`src/rtl/i2s_pkg.sv`:
```
// Shared types for the I2S channel scheduler.
//   chm_e  : channel mode (stereo, mono-left, mono-right, dup-left)
//   slot_e : frame slot of the TX and RX FSMs (left word, right word)
package i2s_pkg;

    typedef enum logic [1:0] {
        CHM_STEREO = 2'b00,
        CHM_MONO_L = 2'b01,
        CHM_MONO_R = 2'b10,
        CHM_DUP_L  = 2'b11
    } chm_e;

    typedef enum logic {
        S_L = 1'b0,
        S_R = 1'b1
    } slot_e;

endpackage

```
`src/rtl/i2s_chan_sched_if.sv`:
```
// Bundle of every non-clock/reset signal of the channel scheduler.
// Signal names are as seen from the scheduler (_i = into it, _o = out of it).
//   slave  : the scheduler itself
//   master : the surrounding logic (stream front end, FIFOs, control)
// Control : en_i, flush_i, chm_i; status: mode_o, tx_frm_o, rx_frm_o
// TX      : txl_*/txr_* sources, txf_* FIFO push port
// RX      : rxf_* FIFO pop port, rxl_*/rxr_* sinks
interface i2s_chan_sched_if #(
    parameter int DATA_WIDTH = 32,
    parameter int CNT_WIDTH  = 16
);
    logic                  en_i;
    logic                  flush_i;
    logic [1:0]            chm_i;

    logic                  txl_valid_i;
    logic                  txl_ready_o;
    logic [DATA_WIDTH-1:0] txl_data_i;
    logic                  txr_valid_i;
    logic                  txr_ready_o;
    logic [DATA_WIDTH-1:0] txr_data_i;
    logic                  txf_push_o;
    logic                  txf_ready_i;
    logic [DATA_WIDTH-1:0] txf_data_o;

    logic                  rxf_valid_i;
    logic                  rxf_pop_o;
    logic [DATA_WIDTH-1:0] rxf_data_i;
    logic                  rxl_valid_o;
    logic                  rxl_ready_i;
    logic [DATA_WIDTH-1:0] rxl_data_o;
    logic                  rxr_valid_o;
    logic                  rxr_ready_i;
    logic [DATA_WIDTH-1:0] rxr_data_o;

    logic [1:0]            mode_o;
    logic [CNT_WIDTH-1:0]  tx_frm_o;
    logic [CNT_WIDTH-1:0]  rx_frm_o;

    modport slave (
        input  en_i, flush_i, chm_i,
        input  txl_valid_i, txl_data_i, txr_valid_i, txr_data_i, txf_ready_i,
        output txl_ready_o, txr_ready_o, txf_push_o, txf_data_o,
        input  rxf_valid_i, rxf_data_i, rxl_ready_i, rxr_ready_i,
        output rxf_pop_o, rxl_valid_o, rxl_data_o, rxr_valid_o, rxr_data_o,
        output mode_o, tx_frm_o, rx_frm_o
    );

    modport master (
        output en_i, flush_i, chm_i,
        output txl_valid_i, txl_data_i, txr_valid_i, txr_data_i, txf_ready_i,
        input  txl_ready_o, txr_ready_o, txf_push_o, txf_data_o,
        output rxf_valid_i, rxf_data_i, rxl_ready_i, rxr_ready_i,
        input  rxf_pop_o, rxl_valid_o, rxl_data_o, rxr_valid_o, rxr_data_o,
        input  mode_o, tx_frm_o, rx_frm_o
    );
endinterface

```
`src/rtl/i2s_chan_deint.sv`:
```
// RX de-interleaver: walks RX FIFO words as L,R pairs and routes each slot
// to the left sink, the right sink, or discards it, according to the mode.
// Ports:
//   clk_i, rst_n_i          clock, synchronous active-low reset
//   active_i                1 = running; 0 = handshakes off, FSM back to S_L
//   mode_i                  channel mode in force for the current frame
//   state_o                 current slot (used by the top for mode latching)
//   rxf_valid_i/pop_o/data  RX FIFO pop port
//   rxl_*/rxr_*             left/right sink streams
//   frm_o                   completed RX frames (R word popped), wraps
module i2s_chan_deint
    import i2s_pkg::*;
#(
    parameter int DATA_WIDTH = 32,
    parameter int CNT_WIDTH  = 16
) (
    input  logic                  clk_i,
    input  logic                  rst_n_i,
    input  logic                  active_i,
    input  chm_e                  mode_i,
    output slot_e                 state_o,
    input  logic                  rxf_valid_i,
    output logic                  rxf_pop_o,
    input  logic [DATA_WIDTH-1:0] rxf_data_i,
    output logic                  rxl_valid_o,
    input  logic                  rxl_ready_i,
    output logic [DATA_WIDTH-1:0] rxl_data_o,
    output logic                  rxr_valid_o,
    input  logic                  rxr_ready_i,
    output logic [DATA_WIDTH-1:0] rxr_data_o,
    output logic [CNT_WIDTH-1:0]  frm_o
);

    slot_e                st_q;
    logic [CNT_WIDTH-1:0] frm_q;
    logic                 route_l;
    logic                 route_r;
    logic                 pop_fire;

    // Only the L slot of mono-right goes nowhere on the left side; only
    // stereo and mono-right keep the R slot.
    assign route_l = (st_q == S_L) && (mode_i != CHM_MONO_R);
    assign route_r = (st_q == S_R) &&
                     ((mode_i == CHM_STEREO) || (mode_i == CHM_MONO_R));

    always_comb begin
        // NOTE: every output gets a default first so no path leaves it
        // unassigned, which would otherwise infer a latch.
        rxf_pop_o   = 1'b0;
        rxl_valid_o = 1'b0;
        rxr_valid_o = 1'b0;
        rxl_data_o  = '0;
        rxr_data_o  = '0;
        if (active_i) begin
            if (route_l) begin
                rxl_valid_o = rxf_valid_i;
                rxf_pop_o   = rxl_ready_i;
                rxl_data_o  = rxf_data_i;
            end else if (route_r) begin
                rxr_valid_o = rxf_valid_i;
                rxf_pop_o   = rxr_ready_i;
                rxr_data_o  = rxf_data_i;
            end else begin
                // Discarded slot: drain it without involving any sink.
                rxf_pop_o = rxf_valid_i;
            end
        end
    end

    assign pop_fire = rxf_pop_o & rxf_valid_i;

    always_ff @(posedge clk_i) begin
        // NOTE: state registers use non-blocking assignments so every flop
        // samples pre-edge values regardless of statement order.
        if (!rst_n_i) begin
            st_q  <= S_L;
            frm_q <= '0;
        end else begin
            if (!active_i) begin
                st_q <= S_L;
            end else if (pop_fire) begin
                st_q <= (st_q == S_L) ? S_R : S_L;
            end
            if (pop_fire && (st_q == S_R)) begin
                frm_q <= frm_q + CNT_WIDTH'(1);
            end
        end
    end

    assign state_o = st_q;
    assign frm_o   = frm_q;

endmodule

```
`src/rtl/i2s_chan_sched.sv`:
```
// I2S channel scheduler top. Interleaves left/right TX sources into the TX
// FIFO as L,R word pairs, and de-interleaves RX FIFO pairs to the sinks
// (via i2s_chan_deint). Owns the mode register and the TX slot FSM.
// Ports:
//   clk_i    clock
//   rst_n_i  synchronous active-low reset
//   bus      i2s_chan_sched_if.slave: control, TX/RX streams, FIFO ports,
//            latched mode and TX/RX frame counters
module i2s_chan_sched
    import i2s_pkg::*;
#(
    parameter int DATA_WIDTH = 32,
    parameter int CNT_WIDTH  = 16
) (
    input  logic               clk_i,
    input  logic               rst_n_i,
    i2s_chan_sched_if.slave    bus
);

    logic                  active;
    logic                  mode_sample;
    chm_e                  mode_q;
    chm_e                  mode_eff;
    slot_e                 tx_st_q;
    slot_e                 rx_st;
    logic [DATA_WIDTH-1:0] hold_q;
    logic [CNT_WIDTH-1:0]  tx_frm_q;
    logic                  txl_ready;
    logic                  txr_ready;
    logic                  txf_push;
    logic [DATA_WIDTH-1:0] txf_data;
    logic                  tx_fire;

    // Reset, disable and flush all silence every handshake combinationally.
    assign active = rst_n_i & bus.en_i & ~bus.flush_i;

    // The mode may only change on a frame boundary of both directions. While
    // it is being sampled, chm_i is used directly so the L slot pushed in the
    // sampling cycle belongs to the same mode the register captures.
    assign mode_sample = active && (tx_st_q == S_L) && (rx_st == S_L);
    assign mode_eff    = mode_sample ? chm_e'(bus.chm_i) : mode_q;

    always_comb begin
        txl_ready = 1'b0;
        txr_ready = 1'b0;
        txf_push  = 1'b0;
        txf_data  = '0;
        if (active) begin
            if (tx_st_q == S_L) begin
                if (mode_eff == CHM_MONO_R) begin
                    txf_push = 1'b1;             // zero-filled left slot
                end else begin
                    txl_ready = bus.txf_ready_i;
                    txf_push  = bus.txl_valid_i;
                    txf_data  = bus.txl_data_i;
                end
            end else begin
                case (mode_eff)
                    CHM_STEREO, CHM_MONO_R: begin
                        txr_ready = bus.txf_ready_i;
                        txf_push  = bus.txr_valid_i;
                        txf_data  = bus.txr_data_i;
                    end
                    CHM_MONO_L: txf_push = 1'b1; // zero-filled right slot
                    CHM_DUP_L: begin
                        txf_push = 1'b1;
                        txf_data = hold_q;
                    end
                    default: txf_push = 1'b0;
                endcase
            end
        end
    end

    assign tx_fire = txf_push & bus.txf_ready_i;

    always_ff @(posedge clk_i) begin
        if (!rst_n_i) begin
            tx_st_q  <= S_L;
            mode_q   <= CHM_STEREO;
            // NOTE: the hold register is reset because dup-left exposes its
            // contents on the FIFO; leaving it X would leak into the stream.
            hold_q   <= '0;
            tx_frm_q <= '0;
        end else begin
            if (!active) begin
                tx_st_q <= S_L;
            end else if (tx_fire) begin
                tx_st_q <= (tx_st_q == S_L) ? S_R : S_L;
            end

            if (bus.flush_i) begin
                hold_q <= '0;
            end else if (tx_fire && (tx_st_q == S_L) && (mode_eff == CHM_DUP_L)) begin
                hold_q <= bus.txl_data_i;
            end

            if (tx_fire && (tx_st_q == S_R)) begin
                tx_frm_q <= tx_frm_q + CNT_WIDTH'(1);
            end

            if (mode_sample) begin
                mode_q <= chm_e'(bus.chm_i);
            end
        end
    end

    logic                  rxf_pop;
    logic                  rxl_valid;
    logic                  rxr_valid;
    logic [DATA_WIDTH-1:0] rxl_data;
    logic [DATA_WIDTH-1:0] rxr_data;
    logic [CNT_WIDTH-1:0]  rx_frm;

    i2s_chan_deint #(
        .DATA_WIDTH (DATA_WIDTH),
        .CNT_WIDTH  (CNT_WIDTH)
    ) u_deint (
        .clk_i       (clk_i),
        .rst_n_i     (rst_n_i),
        .active_i    (active),
        .mode_i      (mode_eff),
        .state_o     (rx_st),
        .rxf_valid_i (bus.rxf_valid_i),
        .rxf_pop_o   (rxf_pop),
        .rxf_data_i  (bus.rxf_data_i),
        .rxl_valid_o (rxl_valid),
        .rxl_ready_i (bus.rxl_ready_i),
        .rxl_data_o  (rxl_data),
        .rxr_valid_o (rxr_valid),
        .rxr_ready_i (bus.rxr_ready_i),
        .rxr_data_o  (rxr_data),
        .frm_o       (rx_frm)
    );

    assign bus.txl_ready_o = txl_ready;
    assign bus.txr_ready_o = txr_ready;
    assign bus.txf_push_o  = txf_push;
    assign bus.txf_data_o  = txf_data;
    assign bus.rxf_pop_o   = rxf_pop;
    assign bus.rxl_valid_o = rxl_valid;
    assign bus.rxl_data_o  = rxl_data;
    assign bus.rxr_valid_o = rxr_valid;
    assign bus.rxr_data_o  = rxr_data;
    assign bus.mode_o      = mode_q;
    assign bus.tx_frm_o    = tx_frm_q;
    assign bus.rx_frm_o    = rx_frm;

endmodule
```
`src/flat_wrapper.sv`:
```
// flat-port wrapper written by rule: the top's interface ports become plain ports
module i2s_chan_sched_flat import i2s_pkg::*;
#(
    parameter int DATA_WIDTH = 32,
    parameter int CNT_WIDTH  = 16
)
  (clk_i, rst_n_i, bus_en_i, bus_flush_i, bus_chm_i, bus_txl_valid_i, bus_txl_data_i, bus_txr_valid_i, bus_txr_data_i, bus_txf_ready_i, bus_txl_ready_o, bus_txr_ready_o, bus_txf_push_o, bus_txf_data_o, bus_rxf_valid_i, bus_rxf_data_i, bus_rxl_ready_i, bus_rxr_ready_i, bus_rxf_pop_o, bus_rxl_valid_o, bus_rxl_data_o, bus_rxr_valid_o, bus_rxr_data_o, bus_mode_o, bus_tx_frm_o, bus_rx_frm_o);
  i2s_chan_sched_if #(.DATA_WIDTH(DATA_WIDTH), .CNT_WIDTH(CNT_WIDTH)) bus_i ();
  input  logic clk_i;
  input  logic rst_n_i;
  input wire logic [$bits(bus_i.en_i)-1:0] bus_en_i;
  input wire logic [$bits(bus_i.flush_i)-1:0] bus_flush_i;
  input wire logic [$bits(bus_i.chm_i)-1:0] bus_chm_i;
  input wire logic [$bits(bus_i.txl_valid_i)-1:0] bus_txl_valid_i;
  input wire logic [$bits(bus_i.txl_data_i)-1:0] bus_txl_data_i;
  input wire logic [$bits(bus_i.txr_valid_i)-1:0] bus_txr_valid_i;
  input wire logic [$bits(bus_i.txr_data_i)-1:0] bus_txr_data_i;
  input wire logic [$bits(bus_i.txf_ready_i)-1:0] bus_txf_ready_i;
  output wire logic [$bits(bus_i.txl_ready_o)-1:0] bus_txl_ready_o;
  output wire logic [$bits(bus_i.txr_ready_o)-1:0] bus_txr_ready_o;
  output wire logic [$bits(bus_i.txf_push_o)-1:0] bus_txf_push_o;
  output wire logic [$bits(bus_i.txf_data_o)-1:0] bus_txf_data_o;
  input wire logic [$bits(bus_i.rxf_valid_i)-1:0] bus_rxf_valid_i;
  input wire logic [$bits(bus_i.rxf_data_i)-1:0] bus_rxf_data_i;
  input wire logic [$bits(bus_i.rxl_ready_i)-1:0] bus_rxl_ready_i;
  input wire logic [$bits(bus_i.rxr_ready_i)-1:0] bus_rxr_ready_i;
  output wire logic [$bits(bus_i.rxf_pop_o)-1:0] bus_rxf_pop_o;
  output wire logic [$bits(bus_i.rxl_valid_o)-1:0] bus_rxl_valid_o;
  output wire logic [$bits(bus_i.rxl_data_o)-1:0] bus_rxl_data_o;
  output wire logic [$bits(bus_i.rxr_valid_o)-1:0] bus_rxr_valid_o;
  output wire logic [$bits(bus_i.rxr_data_o)-1:0] bus_rxr_data_o;
  output wire logic [$bits(bus_i.mode_o)-1:0] bus_mode_o;
  output wire logic [$bits(bus_i.tx_frm_o)-1:0] bus_tx_frm_o;
  output wire logic [$bits(bus_i.rx_frm_o)-1:0] bus_rx_frm_o;
  assign bus_i.en_i = bus_en_i;
  assign bus_i.flush_i = bus_flush_i;
  assign bus_i.chm_i = bus_chm_i;
  assign bus_i.txl_valid_i = bus_txl_valid_i;
  assign bus_i.txl_data_i = bus_txl_data_i;
  assign bus_i.txr_valid_i = bus_txr_valid_i;
  assign bus_i.txr_data_i = bus_txr_data_i;
  assign bus_i.txf_ready_i = bus_txf_ready_i;
  assign bus_txl_ready_o = bus_i.txl_ready_o;
  assign bus_txr_ready_o = bus_i.txr_ready_o;
  assign bus_txf_push_o = bus_i.txf_push_o;
  assign bus_txf_data_o = bus_i.txf_data_o;
  assign bus_i.rxf_valid_i = bus_rxf_valid_i;
  assign bus_i.rxf_data_i = bus_rxf_data_i;
  assign bus_i.rxl_ready_i = bus_rxl_ready_i;
  assign bus_i.rxr_ready_i = bus_rxr_ready_i;
  assign bus_rxf_pop_o = bus_i.rxf_pop_o;
  assign bus_rxl_valid_o = bus_i.rxl_valid_o;
  assign bus_rxl_data_o = bus_i.rxl_data_o;
  assign bus_rxr_valid_o = bus_i.rxr_valid_o;
  assign bus_rxr_data_o = bus_i.rxr_data_o;
  assign bus_mode_o = bus_i.mode_o;
  assign bus_tx_frm_o = bus_i.tx_frm_o;
  assign bus_rx_frm_o = bus_i.rx_frm_o;
  i2s_chan_sched #(.DATA_WIDTH(DATA_WIDTH), .CNT_WIDTH(CNT_WIDTH)) u_core (.clk_i(clk_i), .rst_n_i(rst_n_i), .bus(bus_i));
endmodule
```
`config.mk`:
```
export PLATFORM = sky130hd
export DESIGN_NAME = i2s_chan_sched_flat
export DESIGN_NICKNAME = d
export VERILOG_FILES = /design/src/rtl/i2s_pkg.sv /design/src/rtl/i2s_chan_sched_if.sv /design/src/rtl/i2s_chan_deint.sv /design/src/rtl/i2s_chan_sched.sv /design/src/flat_wrapper.sv
export SDC_FILE = /design/constraint.sdc
export NUM_CORES = 1
export LEC_CHECK = 0
export CAP_MARGIN = 20
export CORE_MARGIN = 1.5
export CORE_UTILIZATION = 35
export CTS_BUF_LIST = sky130_fd_sc_hd__clkbuf_16
export DETAILED_ROUTE_END_ITERATION = 8
export PLACE_DENSITY = 0.82
export SYNTH_ARGS = -nofsm -noshare
export SYNTH_HDL_FRONTEND = slang
export SYNTH_SLANG_ARGS = --single-unit
```
`constraint.sdc`:
```
create_clock -name clk_i -period 2.2 [get_ports clk_i]
set_input_delay 0.44 -clock clk_i [delete_from_list [all_inputs] [get_ports clk_i]]
set_output_delay 0.44 -clock clk_i [all_outputs]
set_load 0.05 [all_outputs]
```
==> run_results.csv, run 1 <==
group,metric,value,unit
status,status,"finished with violations",
status,failed_checks,"setup timing",
logic_synthesis,synth-edff-count,0,
power,p_leak,3.55,nW
logic_synthesis,synth.area.top_cells,"dfxtp_1 (32%), and2_1 (9.6%), o2bb2ai_1 (6.5%)",
clocking,cts-root-buf,"clkbuf_16",
logic_synthesis,synth_ff_type,"dfxtp_1",
detailed_routing,vias_per_cell,5.77,
critical_path,endpoint_kind,"output port",
critical_path,slowest_stage,"a211oi_4",
detailed_routing,firstDrtPassIters,5,
logic_synthesis,ys_seq_area_share,31.7,%
place,port_buffers,243,
sta,finalMaxSlewViolations,0,
critical_path,cp-start-kind,"input pin",
layout,syn_to_final_growth,129,%
logic_synthesis,yosysTopAreaCell,"dfxtp_1",
clocking,cts_buffer_depth,2,
critical_path,path_max_fanout,5,
detailed_routing,top_layer_used,"met4",
clocking,cts_sinks,68,
detailed_routing,met3_length,1360,um
detailed_routing,routed-via-count,5704,
global_routing,gr-total-overflow,0,
sta,setup_tns,-8.82,ns
sta,finalSetupViolations,67,
critical_path,path_cells,"buf_2, nand3b_4, buf_4, buf_12, nor4_4, nor4_1, buf_4, a211oi_4, buf_12",
detailed_routing,drt_iter0_drc,388,
logic_synthesis,ys_ff_latch,68,
die,die_w,114,um
layout,drive_gt1_share,34.9,%
die,rows,40,
layout,final_cells,989,
logic_synthesis,synth_top_area_share,31.7,%
sta,fmax,0.418,GHz
detailed_routing,wl_per_cell,20.5,um
logic_synthesis,async_flop_share,0,%
place,place_inst,959,
sta,final_hold_viol_count,0,
detailed_routing,m1WireLength,7760,um
sta,post-route-min-period,2.39,ns
critical_path,criticalPathCategory,"in -> out",
clocking,cts_hold_buf,0,
die,die_h,114,um
place,globalplace.congestion,0.899,
logic_synthesis,syn_avg_cell_area,7.64,um2
detailed_routing,drc,0,
logic_synthesis,synth_cells,562,
detailed_routing,wl_met2,10800,um
die,io_pins,244,
logic_synthesis,synthTopCellsByCount,"dfxtp_1 (68), and2_1 (66), nand2_1 (49)",
critical_path,worst-endpoint-required,1.76,ns
place,dp_worst_setup_slack,-0.505,ns
place,dp_hpwl,14500,um
power,finalPower,3.45,mW
sta,fin_ws,-0.192,ns
global_routing,grt_usage,30.6,%
flow_run,max_cap_viol_count,0,
sta,fin_crit_sh,109,%
critical_path,cp_top_family,"buffers and inverters",
global_routing,grt_antenna_before_repair,0,
min_path,min_path_type,"reg -> reg",
layout,final_nets,948,
logic_synthesis,yosysWarnings,0,
layout,antenna_cells,0,
power,vdd_ir_drop_max,0.000322,V
sta,maxSlewHeadroom,58.7,%
power,power_density,350,nW/um2
global_routing,grt_max_degree,38,
clocking,clock_latency,0.33,ns
detailed_routing,final_antenna_net_count,0,
logic_synthesis,synth_cell_types,42,
clocking,tritoncts,"built",
critical_path,critical_path_arrival,1.95,ns
sta,skew,0.00864,ns
die,core,12000,um2
logic_synthesis,yosysMostFrequentCell,"dfxtp_1",
logic_synthesis,syn-cell-area,4300,um2
critical_path,crit_buf_inv,5,
global_routing,grt_pass1_vias,5795,
detailed_routing,routed_wl,20200,um
sta,rsz0062_at_grt,"yes",
sta,tightest_slew,0.615,ns
clocking,h-tree-depth,3,
clocking,cts_buffers,9,
die,start_util,35.8,%
global_routing,grt_pass1_wl,31000,um
critical_path,cpPeakStageDelay,0.29,ns
clocking,clkSlewWorstSetupHoldPaths,0.05,ns
die,die-area,12900,um2
logic_synthesis,syn_nets,672,
state kept, by name, summed over array words and instances (netlist names):
| name | flops |
|---|---|
| u_core.u_deint.frm_o | 16 |
| u_core.hold_q | 32 |
| u_core.u_deint.state_o | 1 |
| u_core.tx_st_q | 1 |
| u_core.bus.tx_frm_o | 16 |
| u_core.bus.mode_o | 2 |
layout make-up:
type	count	area (um2)
clock buffer	9	225
clock inverter	6	32.5
fill	636	2180
inverter	8	30.0
multi-input combinational	434	3590
sequential	68	1370
tap	147	184
timing repair buffer	317	4400
cell families after synthesis:
logic type / Yosys count / synth area share [%]
buf+inv: 60 / 5.53
flops: 68 / 31.7
fa+ha+maj: 2 / 0.582
mux: 9 / 2.10
compound gates: 142 / 21.9
simple gates: 270 / 35.9
xor+xnor: 11 / 2.24
worst paths after layout:
check	startpoint	end	slack [ns]	depth (start not counted)
worst max-delay path	bus_flush_i	bus_txf_push_o	-0.19	9
worst min register to register	u_core.hold_q[25]$_SDFFE_PP0P_	u_core.hold_q[25]$_SDFFE_PP0P_	0.46	2
worst min-delay path	u_core.hold_q[25]$_SDFFE_PP0P_	u_core.hold_q[25]$_SDFFE_PP0P_	0.46	2
worst max register to register	u_core.tx_st_q$_SDFFE_PN0N_	u_core.bus.tx_frm_o[14]$_SDFFE_PN0P_	0.08	7
worst register-to-register path, cell delays in order, from the launching register on:
cell	delay [ns]
dfxtp_4	0.37
buf_8	0.11
buf_4	0.12
buf_4	0.16
o211ai_4	0.09
or4_1	0.62
or4_1	0.46
a21oi_1	0.15
power breakdown:
| group | switching [mW] | internal [mW] | total [mW] |
|---|---|---|---|
| Clock | 0.527 | 0.743 | 1.27 |
| Sequential | 0.00359 | 1.23 | 1.24 |
| Combinational | 0.441 | 0.497 | 0.938 |
| Total | 0.972 | 2.47 | 3.45 |
per-layer routing:
layer  vias up  global-route usage, %
met3        37                   6.16
met2       296                   54.9
li1       2605                      -
met5         -                      0
met1      2766                   37.2
met4         0                   8.42
cell usage in the layout (no fill, tap or decap), types with 12 or more instances in the layout:
cell and n:
buf_4 41, nor2_1 19, nor2b_1 32, a21oi_1 17
nand2_1 48, buf_12 118, or4_1 12, o2bb2ai_4 32
and2_4 34, o21ai_0 38, nand4_1 36, a31oi_1 32
clkdlybuf4s50_1 134, and2_1 32, dfxtp_1 62
through the flow:
step | hold slack, ns | utilization (%) | cell area [um2]
floorplan | 0.436 | - | 5040
global placement | 0.443 | 75.9 | 9110
detailed placement | 0.452 | 75.9 | 9110
CTS | 0.461 | 81.2 | 9750
global route | 0.487 | 81.9 | 9840
finish | 0.459 | 81.9 | 9840
timing repair:
action,in CTS,in global routing
endpoints found under the setup margin,142,71
cloned,5,1
endpoints found under the hold margin,0,0
pin swaps,22,12
setup buffers,8,2
gates resized for setup,57,12
Note: power is estimated with default switching activity, not from simulation.
==> inputs of run 2 (changes only) <==
==> constraint.sdc (replaced) <==
create_clock -name clk_i -period 2.2 [get_ports clk_i]
set_input_delay 0.44 -clock clk_i [delete_from_list [all_inputs] [get_ports clk_i]]
set_output_delay 0.44 -clock clk_i [all_outputs]
set_load 0.02 [all_outputs]
==> run 2 against run 1 <==
  * The flow still finishes with violations (setup timing)
  * Total power down 5.9%
  * Critical endpoint is now bus_txf_data_o[27]
  * Count of clock-buffer cells in the layout unchanged
  * Die area unchanged
  * Final area down 17%
  * Sequential cell count unchanged
  * Critical path type unchanged
  * Largest power group unchanged
  * Register-to-register slack about the same
  * Worst hold slack about the same
  * Global-route usage down 5.3 points
==> run_results.csv, run 2 (synthesis results as in run 1) <==
group,metric,value,unit
die,die_w,114,um
sta,whs,0.458,ns
sta,skew,0.00671,ns
critical_path,cpPeakStageDelay,0.32,ns
critical_path,criticalPathCategory,"in -> out",
layout,final_cell_mix,"clkdlybuf4s50_1 (133), buf_6 (68), dfxtp_1 (64)",
global_routing,grt_pass1_wl,26100,um
global_routing,gr-total-overflow,0,
clocking,cts_sinks,68,
global_routing,grt_usage,25.3,%
critical_path,cp-start-kind,"input pin",
layout,antenna_cells,0,
die,die-area,12900,um2
power,vdd_ir_drop_max,0.000395,V
critical_path,critical_path_arrival,1.89,ns
layout,top_register,"u_core.hold_q",
layout,regArea,1370,um2
layout,layout_commonest_cell,"clkdlybuf4s50_1",
layout,syn_to_final_growth,89.7,%
layout,final_util,67.8,%
critical_path,worst-endpoint-required,1.76,ns
status,status,"finished with violations",
die,rows,40,
status,failed_checks,"setup timing",
sta,maxSlewHeadroom,56.8,%
place,port_buffers,243,
sta,post-route-min-period,2.33,ns
clocking,tritoncts,"built",
detailed_routing,drt_iter0_drc,541,
die,io_pins,244,
die,core,12000,um2
min_path,min_path_type,"reg -> reg",
detailed_routing,drc,0,
die,start_util,35.8,%
sta,finalSetupViolations,58,
clocking,cts_buffers,9,
global_routing,grt_max_degree,65,
global_routing,grt_antenna_before_repair,0,
sta,final_hold_viol_count,0,
layout,drive_gt1_share,33.2,%
detailed_routing,vias_per_cell,5.61,
critical_path,path_cells,"buf_8, nand3b_4, buf_12, a2111oi_4, buf_6, buf_12, buf_16, o2bb2ai_2, buf_6",
sta,finalMaxSlewViolations,0,
detailed_routing,routed-via-count,5497,
die,die_h,114,um
clocking,clkSlewWorstSetupHoldPaths,0.06,ns
flow_run,max_cap_viol_count,0,
critical_path,endpoint_kind,"output port",
critical_path,path_max_fanout,8,
layout,final_cells,979,
clocking,cts_hold_buf,0,
clocking,h-tree-depth,3,
clocking,cts_buffer_depth,2,
global_routing,grt_pass1_vias,5069,
detailed_routing,final_antenna_net_count,0,
place,place_inst,946,
layout,final_nets,937,
sta,fmax,0.429,GHz
power,power_density,398,nW/um2
sta,fin_crit_sh,106,%
clocking,clock_latency,0.32,ns
detailed_routing,firstDrtPassIters,7,
place,dp_hpwl,11900,um
critical_path,slowest_stage,"a2111oi_4",
sta,tightest_slew,0.643,ns
power,p_leak,3.15,nW
layout,largest_reg_flops,32,
clocking,cts-root-buf,"clkbuf_16",
place,dp_worst_setup_slack,-0.874,ns
detailed_routing,routed_wl,18500,um
place,globalplace.congestion,0.841,
layout,multiInputGateArea,3230,um2
sta,rsz0062_at_grt,"yes",
detailed_routing,wl_per_cell,18.9,um
sta,fin_ws,-0.130,ns
layout,fillerInstances,936,
[run 2: worst paths after layout]
| path | end | slack [ns] | depth (start not counted) | start |
|---|---|---|---|---|
| min reg2reg | u_core.hold_q[30]$_SDFFE_PP0P_ | 0.46 | 2 | u_core.hold_q[30]$_SDFFE_PP0P_ |
| max | bus_txf_data_o[27] | -0.13 | 9 | bus_flush_i |
| min | u_core.hold_q[30]$_SDFFE_PP0P_ | 0.46 | 2 | u_core.hold_q[30]$_SDFFE_PP0P_ |
| max reg2reg | u_core.bus.tx_frm_o[15]$_SDFFE_PN0P_ | 0.09 | 6 | u_core.bus.mode_o[0]$_SDFF_PN0_ |
[run 2: metal layers]
layer	part of all wire, %	up-vias	GRT usage, %	wire, um
li1	-	2584	-	-
met1	41	2618	32.0	7600
met2	51	269	44.0	9470
met3	6.1	26	5.05	1130
met4	1.8	0	6.67	336
met5	0	-	0	0
[run 2: area by class of cell]
cell class | count | area share, %
Clock buffer | 9 | 2.76
Clock inverter | 7 | 0.537
Inverter | 8 | 0.369
Multi-Input combinational cell | 434 | 39.6
Sequential cell | 68 | 16.8
Tap cell | 147 | 2.26
Timing Repair Buffer | 306 | 37.7
[run 2: where the power goes]
group	internal, mW	total (mW)	switching [mW]	leakage (nW)
registers	1.23	1.24	0.00255	0.550
clock network	0.756	1.31	0.557	0.131
logic	0.380	0.693	0.312	2.47
total	2.37	3.24	0.872	3.15
[run 2: critical path, delay by kind of cell]
kind                   cells  cell delay, ns
buffers and inverters      6            0.82
AO/OA/AOI/OAI              2            0.44
AND/OR/NAND/NOR            1            0.18
[run 2: repair_timing]
action / CTS / global route
resized for setup: 532 / 148
endpoints found under the hold margin: 0 / 0
buffers inserted: 8 / 5
cloned: 6 / 3
endpoints found under the setup margin: 114 / 106
pin swaps: 3 / 29
[run 2: stage by stage]
stage / TNS [ns] / power, mW / instance area (um2)
4_1_cts: -3.14 / 3.20 / 7830
5_1_grt: -7.27 / 3.34 / 8150
6_report: -3.06 / 3.24 / 8150
2_1_floorplan: -0.318 / 1.46 / 4310
3_3_place_gp: -96.61 / 1.82 / 7190
3_5_place_dp: -98.76 / 1.83 / 7190
==> inputs of run 3 (changes only) <==
--- a/config.mk
+++ b/config.mk
@@ -9,6 +9,7 @@
 export CORE_MARGIN = 1.5
 export CORE_UTILIZATION = 35
 export CTS_BUF_LIST = sky130_fd_sc_hd__clkbuf_16
+export CTS_CLUSTER_DIAMETER = 150
 export DETAILED_ROUTE_END_ITERATION = 8
 export PLACE_DENSITY = 0.82
 export SYNTH_ARGS = -nofsm -noshare
==> results of run 3 <==
The final DEF is identical to that of run 2; final timing and power are the same.
==> RTL edit 1, RTL diff (config.mk and constraints of run 2) <==
`DATA_WIDTH` is set to 32 in 4 places; all go to 64.
--- a/src/rtl/i2s_chan_sched_if.sv
+++ b/src/rtl/i2s_chan_sched_if.sv
@@ -7,5 +7,5 @@
 // RX      : rxf_* FIFO pop port, rxl_*/rxr_* sinks
 interface i2s_chan_sched_if #(
-    parameter int DATA_WIDTH = 32,
+    parameter int DATA_WIDTH = 64,
     parameter int CNT_WIDTH  = 16
 );
--- a/src/rtl/i2s_chan_deint.sv
+++ b/src/rtl/i2s_chan_deint.sv
@@ -12,5 +12,5 @@
     import i2s_pkg::*;
 #(
-    parameter int DATA_WIDTH = 32,
+    parameter int DATA_WIDTH = 64,
     parameter int CNT_WIDTH  = 16
 ) (
--- a/src/rtl/i2s_chan_sched.sv
+++ b/src/rtl/i2s_chan_sched.sv
@@ -10,5 +10,5 @@
     import i2s_pkg::*;
 #(
-    parameter int DATA_WIDTH = 32,
+    parameter int DATA_WIDTH = 64,
     parameter int CNT_WIDTH  = 16
 ) (
--- a/src/flat_wrapper.sv
+++ b/src/flat_wrapper.sv
@@ -2,5 +2,5 @@
 module i2s_chan_sched_flat import i2s_pkg::*;
 #(
-    parameter int DATA_WIDTH = 32,
+    parameter int DATA_WIDTH = 64,
     parameter int CNT_WIDTH  = 16
 )
Interface: changed (6 resized); port bits go from 244 to 436. The function was not compared with the original's and may differ.
==> RTL edit 1 against run 2 <==
Sequential cell count rose by 32. Highest routed layer is now met5. Utilization rose by 6.6 points. Combinational power rose by 110%. The run still ends with setup timing left. Non-clock buffer count rose by 303. Die area rose by 69%. Count of clock-buffer cells in the layout did not move. Area after synthesis rose by 71%. Final area rose by 87%. First-iteration DRC count rose by 26%. Total power rose by 59%. Worst setup slack got worse by 150 ps. Maximum frequency fell by 6.1%. Largest cell class is now non-clock buffers. Wire length rose by 130%.
==> RTL edit 1: results (changes against run 2) <==
Run status
  – Outcome: finished, violations left
  – Violated checks: setup timing

Global routing
  – Largest net degree at the start of global routing: 59 (-9.2%)
  – Initial antenna violation count: 4 (+4)
  – GRT met3 Usage: 11.8% (+6.8 points)
  – GRT Total Usage: 35.7% (+10 points)

Drt
  – Routed WL: 42.4 mm (+130%)
  – Top sig layer: met5
  – Metal3 WL: 4.29 mm (+280%)
  – Met2 WL: 20.8 mm (+120%)
  – WL met1: 14.6 mm (+92%)
  – DR pass1 iterations: 5 (-2)

Finish
  – Register area: 2010 um2 (+47%)
  – Layout cells sized above 1: 40.7% (+7.5 points)
  – Final net count: 1745 (+86%)
  – Largest register FFs: 64 (+100%)
  – Filler cells: 1457 (+56%)
  – Diodes inserted: 0 (unchanged)
  – Buffers excl. clock: 609 (+99%)
  – #MultiIn Comb: 751 (+73%)
  – Area of the multi-input gates: 5640 um2 (+75%)

STA
  – Final setup fails: 190 (+230%)
  – Setup ws final: -281 ps (-151 ps)
  – Worst Skew: 14.7 ps (+8.03 ps)
  – Slew HR: 64.7% (+7.8 points)

Yosys
  – Synth area leaders: dfxtp_1, and2_1, mux2i_1
  – Synth cell count leaders: and2_1, dfxtp_1, nand2_1
  – Net Count, Synth: 1216 (+81%)
  – Synth unique cells: 47 (+12%)
  – Post-synthesis sequential area ratio: 27.2% (-4.5 points)

Pwr
  – Switch Pwr: 1.51 mW (+73%)
  – Leak: 6.47 nW (+110%)
  – Maximum vdd drop: 0.314 mV (-20%)

Clock tree
  – CTS resizes: 1098 (+110%)
  – Clock latency on the worst-skew pair: 350 ps (+30 ps)
  – Post-CTS Setup Bufs: 34 (+26)
  – CTS Sinks: 100 (+47%)
  – Worst-path clk slew: 80 ps (+20 ps)

Placed design
  – DP Wirelength: 28.0 mm (+140%)
  – Gpl congestion: 0.908 (+8.0%)
  – # port buffers: 435 (+79%)

Min path
  – Type of the worst min-delay path: in -> reg
## RTL edit 1: metrics by stage
step / instances / setup TNS (ps) / cell area [um2] / setup slack (ps) / power, mW
2_1_floorplan: 1010 / 0 / 7690 / 6.95 / 2.29
3_3_place_gp: 1732 / -187930 / 13100 / -1000 / 3.04
3_5_place_dp: 1732 / -194480 / 13100 / -1000 / 3.06
4_1_cts: 1796 / -26170 / 14600 / -287 / 5.10
5_1_grt: 1814 / -41150 / 15200 / -347 / 5.30
6_report: 1814 / -30090 / 15200 / -281 / 5.16
## RTL edit 1: cell families (layout without fill, tap and decap cells)
group,after synthesis,after routing,synth area share [%]
compound gates,174,174,15.1
xor+xnor,10,10,1.19
fa+ha+maj,2,2,0.340
buf+inv,159,693,9.06
flops,100,100,27.2
mux,73,73,9.93
simple gates,492,492,37.2
## RTL edit 1: path summary, 6_finish.rpt
kind,from,end,depth (start not counted),slack [ps]
setup / recovery,u_core.tx_st_q,bus_txf_data_o[52],7,-280
hold reg to reg,u_core.hold_q[33],u_core.hold_q[33],2,460
setup reg to reg,u_core.tx_st_q,u_core.hold_q[40],9,40
hold / removal,bus_chm_i[1],u_core.bus.mode_o[1],3,440
## RTL edit 1: power by group through the flow
stage / clock network [mW] / registers, mW / logic [mW]
2_1_floorplan: 0 / 1.86 / 0.423
3_3_place_gp: 0 / 1.86 / 1.18
3_5_place_dp: 0 / 1.86 / 1.19
4_1_cts: 1.88 / 1.82 / 1.40
5_1_grt: 1.95 / 1.82 / 1.53
6_report: 1.87 / 1.82 / 1.47
## RTL edit 1: critical path, stage by stage (launching register included)
cell and delay [ps]:
dfxtp_4 360, nand4bb_4 280, buf_4 220, clkbuf_16 170, o211ai_1 240, and3_1 220, nor3_2 50, buf_4 150
==> RTL edit 2, RTL diff (settings of run 2) <==
Made on the original files. Make the reset (`rst_n_i`) asynchronous in 2 clocked blocks. Comments in the files are not updated.
--- a/src/rtl/i2s_chan_deint.sv
+++ b/src/rtl/i2s_chan_deint.sv
@@ -70,5 +70,5 @@
     assign pop_fire = rxf_pop_o & rxf_valid_i;
 
-    always_ff @(posedge clk_i) begin
+    always_ff @(posedge clk_i or negedge rst_n_i) begin
         // NOTE: state registers use non-blocking assignments so every flop
         // samples pre-edge values regardless of statement order.
--- a/src/rtl/i2s_chan_sched.sv
+++ b/src/rtl/i2s_chan_sched.sv
@@ -75,5 +75,5 @@
     assign tx_fire = txf_push & bus.txf_ready_i;
 
-    always_ff @(posedge clk_i) begin
+    always_ff @(posedge clk_i or negedge rst_n_i) begin
         if (!rst_n_i) begin
             tx_st_q  <= S_L;
Check against the original RTL: differs if rst_n_i is asserted again (counterexample within 4 cycles, from zero or initial values and one cycle with rst_n_i low); with rst_n_i held inactive, the same outputs for 4 cycles.
==> RTL edit 2 against run 2 <==
The run still ends with setup timing left. Total power up 23%. Maximum frequency decreased by 8.6%. Critical path depth fell by 3. Final cell count increased by 4.1%. Wire length up 7.5%. Sequential cell count unchanged. Worst setup slack got worse by 220 ps. Clock skew about the same. Area after synthesis is 11% higher. Die area up 10%. Final area rose by 18%. Utilization rose by 4.6 points. Combinational power is 50% higher.
==> RTL edit 2: results (changes against run 2) <==
Finish
  – Layout cells sized above 1: 54.1% (+21 points)
  – Final net count: 946 (+0.96%)
  – Top reg by flops: u_core.hold_q
  – Largest register FFs: 32 (unchanged)

Setup path
  – Critical-path maximum fanout: 8 (unchanged)
  – CP peak stage delay: 550 ps (+230 ps)
  – Crit path DAT: 2110 ps (+220 ps)
  – Slowest-stage cell, CP: or4b_4
  – Reg-to-Reg Start: u_core.u_deint.state_o
  – Delay-heaviest family, CP: simple AND/OR/NAND/NOR gates
  – Worst Setup SP: u_core.tx_st_q

Global routing
  – Vias in the first global route: 5772 (+14%)
  – First-pass GRT wire length: 29.6 mm (+14%)
  – GRT Total Usage: 26.2% (+0.88 points)
  – Largest net degree at the start of global routing: 34 (-48%)
  – Initial antenna violation count: 3 (+3)

Clock tree
  – Clk buf depth: 2 (unchanged)
  – Root buf cell: clkbuf_16
  – Clock latency on the worst-skew pair: 340 ps (+20 ps)
  – H-tree depth: 3 (unchanged)
  – Worst-path clk slew: 60 ps (about the same)
  – CTS Buf Count: 9 (unchanged)

Pwr
  – Leak: 4.22 nW (+34%)
  – Switch Pwr: 1.06 mW (+22%)
  – Maximum vdd drop: 0.375 mV (-5.2%)

Placed design
  – Gpl congestion: 0.845 (+0.50%)
  – # port buffers: 243 (unchanged)
  – DP Area: 8060 um2 (+12%)
  – DP Wirelength: 12.6 mm (+5.9%)

STA
  – Setup TNS: -21590 ps (-18520 ps)
  – Slew HR: 60.8% (+4.0 points)
  – Setup ws final: -349 ps (-219 ps)
  – Worst Skew: 6.48 ps (-0.232 ps)
  – Final setup fails: 133 (+130%)

Yosys
  – Net Count, Synth: 616 (-8.3%)
  – Post-synthesis sequential area ratio: 35.8% (+4.1 points)
  – Synth area leaders: dfrtp_1, mux2_4, and2_1
  – Synth cell count leaders: dfrtp_1, and2_1, o21ai_0
  – Synth warn: 0 (unchanged)
  – Synth unique cells: 46 (+9.5%)
  – Post-synth ARST share: 100% (+100 points)

Drt
  – Routed len/inst: 19.6 um (+3.2%)
  – Vias post-DR: 5296 (-3.7%)
  – DR pass1 iterations: 4 (-3)
  – Starting DRT DRC Count: 228 (-58%)

Min path
  – Type of the worst min-delay path: in -> async

Run status
  – Outcome: finished, violations left
  – Violated checks: setup timing

Die
  – Die area: 14300 um2 (+10%)
## RTL edit 2: cell types whose count changed in the layout (fill, tap and decap cells not counted), moves of 27 or more
cell,run 2,this run
nand2_1,49,17
mux2_4,0,32
and2_1,31,0
dfxtp_1,64,0
buf_4,54,108
a31oi_2,0,30
and2b_2,0,31
nand4_1,36,9
a21oi_4,0,28
nand2b_1,4,32
and2_4,35,66
a31oi_1,32,2
dfrtp_1,0,67
nor2b_1,32,0
## RTL edit 2: worst reg2reg max path, cell delays in order, from the launching register on
cell	delay (ps)
dfrtp_1	400
buf_6	150
and4bb_2	340
buf_6	110
buf_6	100
nor3_4	40
buf_6	130
nor4b_4	270
buf_6	170
buf_12	120
buf_16	140
mux2_4	300
## RTL edit 2: power by group through the flow
stage | Sequential (mW) | Combinational [mW] | Clock, mW
2_1_floorplan | 1.33 | 0.325 | 0
3_3_place_gp | 1.31 | 0.855 | 0
3_5_place_dp | 1.31 | 0.881 | 0
4_1_cts | 1.29 | 0.968 | 1.69
5_1_grt | 1.29 | 1.09 | 1.76
6_report | 1.29 | 1.04 | 1.66
## RTL edit 2: worst paths after layout
kind | cells past startpoint | endpoint | slack [ps]
setup / recovery | 6 | bus_txf_data_o[16] | -350
hold / removal | 2 | u_core.hold_q[6] | 140
setup reg to reg | 11 | u_core.hold_q[11] | -190
hold reg to reg | 1 | u_core.u_deint.frm_o[15] | 470
max in group asynchronous | 3 | u_core.u_deint.state_o | 1570
min in group clk_i | 1 | u_core.u_deint.frm_o[15] | 470
## RTL edit 2: cells by family after synthesis
family / after synthesis / share of synthesized area (%)
AOI/OAI and AO/OA: 109 / 12.7
adders and majority gates: 2 / 0.527
muxes: 37 / 11.1
buffers and inverters: 44 / 4.69
xor gates and xnor gates: 30 / 5.53
and+or+nand+nor: 216 / 29.6
DFF: 68 / 35.8
## RTL edit 2: final cells by class
type,count,area [um2]
inverters,8,30.0
repair buffers,355,3660
multi-input cells,394,3630
well taps,176,220
diodes,2,5.00
fillers,896,3650
flip-flops and latches,68,1700
clock buffers,9,225
clock inverters,7,115
## RTL edit 2: per-stage QoR
step / setup WS, ps / std cells
after floorplan: 16.8 / 506
after global placement: -805 / 965
after detailed placement: -950 / 965
after CTS: -347 / 1016
after global routing: -388 / 1019
final: -349 / 1019
## RTL edit 2: metal layers
layer	routed length [um]	track usage, %
met3	1180	5.28
met1	7600	28.9
met4	608	9.60
met5	12	0
met2	10500	49.3
## RTL edit 2: repair_timing
| item | CTS | global route |
|---|---|---|
| setup endpoints to repair | 135 | 150 |
| resized for setup | 620 | 157 |
| endpoints found under the hold margin | 0 | 0 |
| setup buffers | 26 | 4 |
| gates cloned | 9 | 6 |
| pin swaps | 30 | 74 |
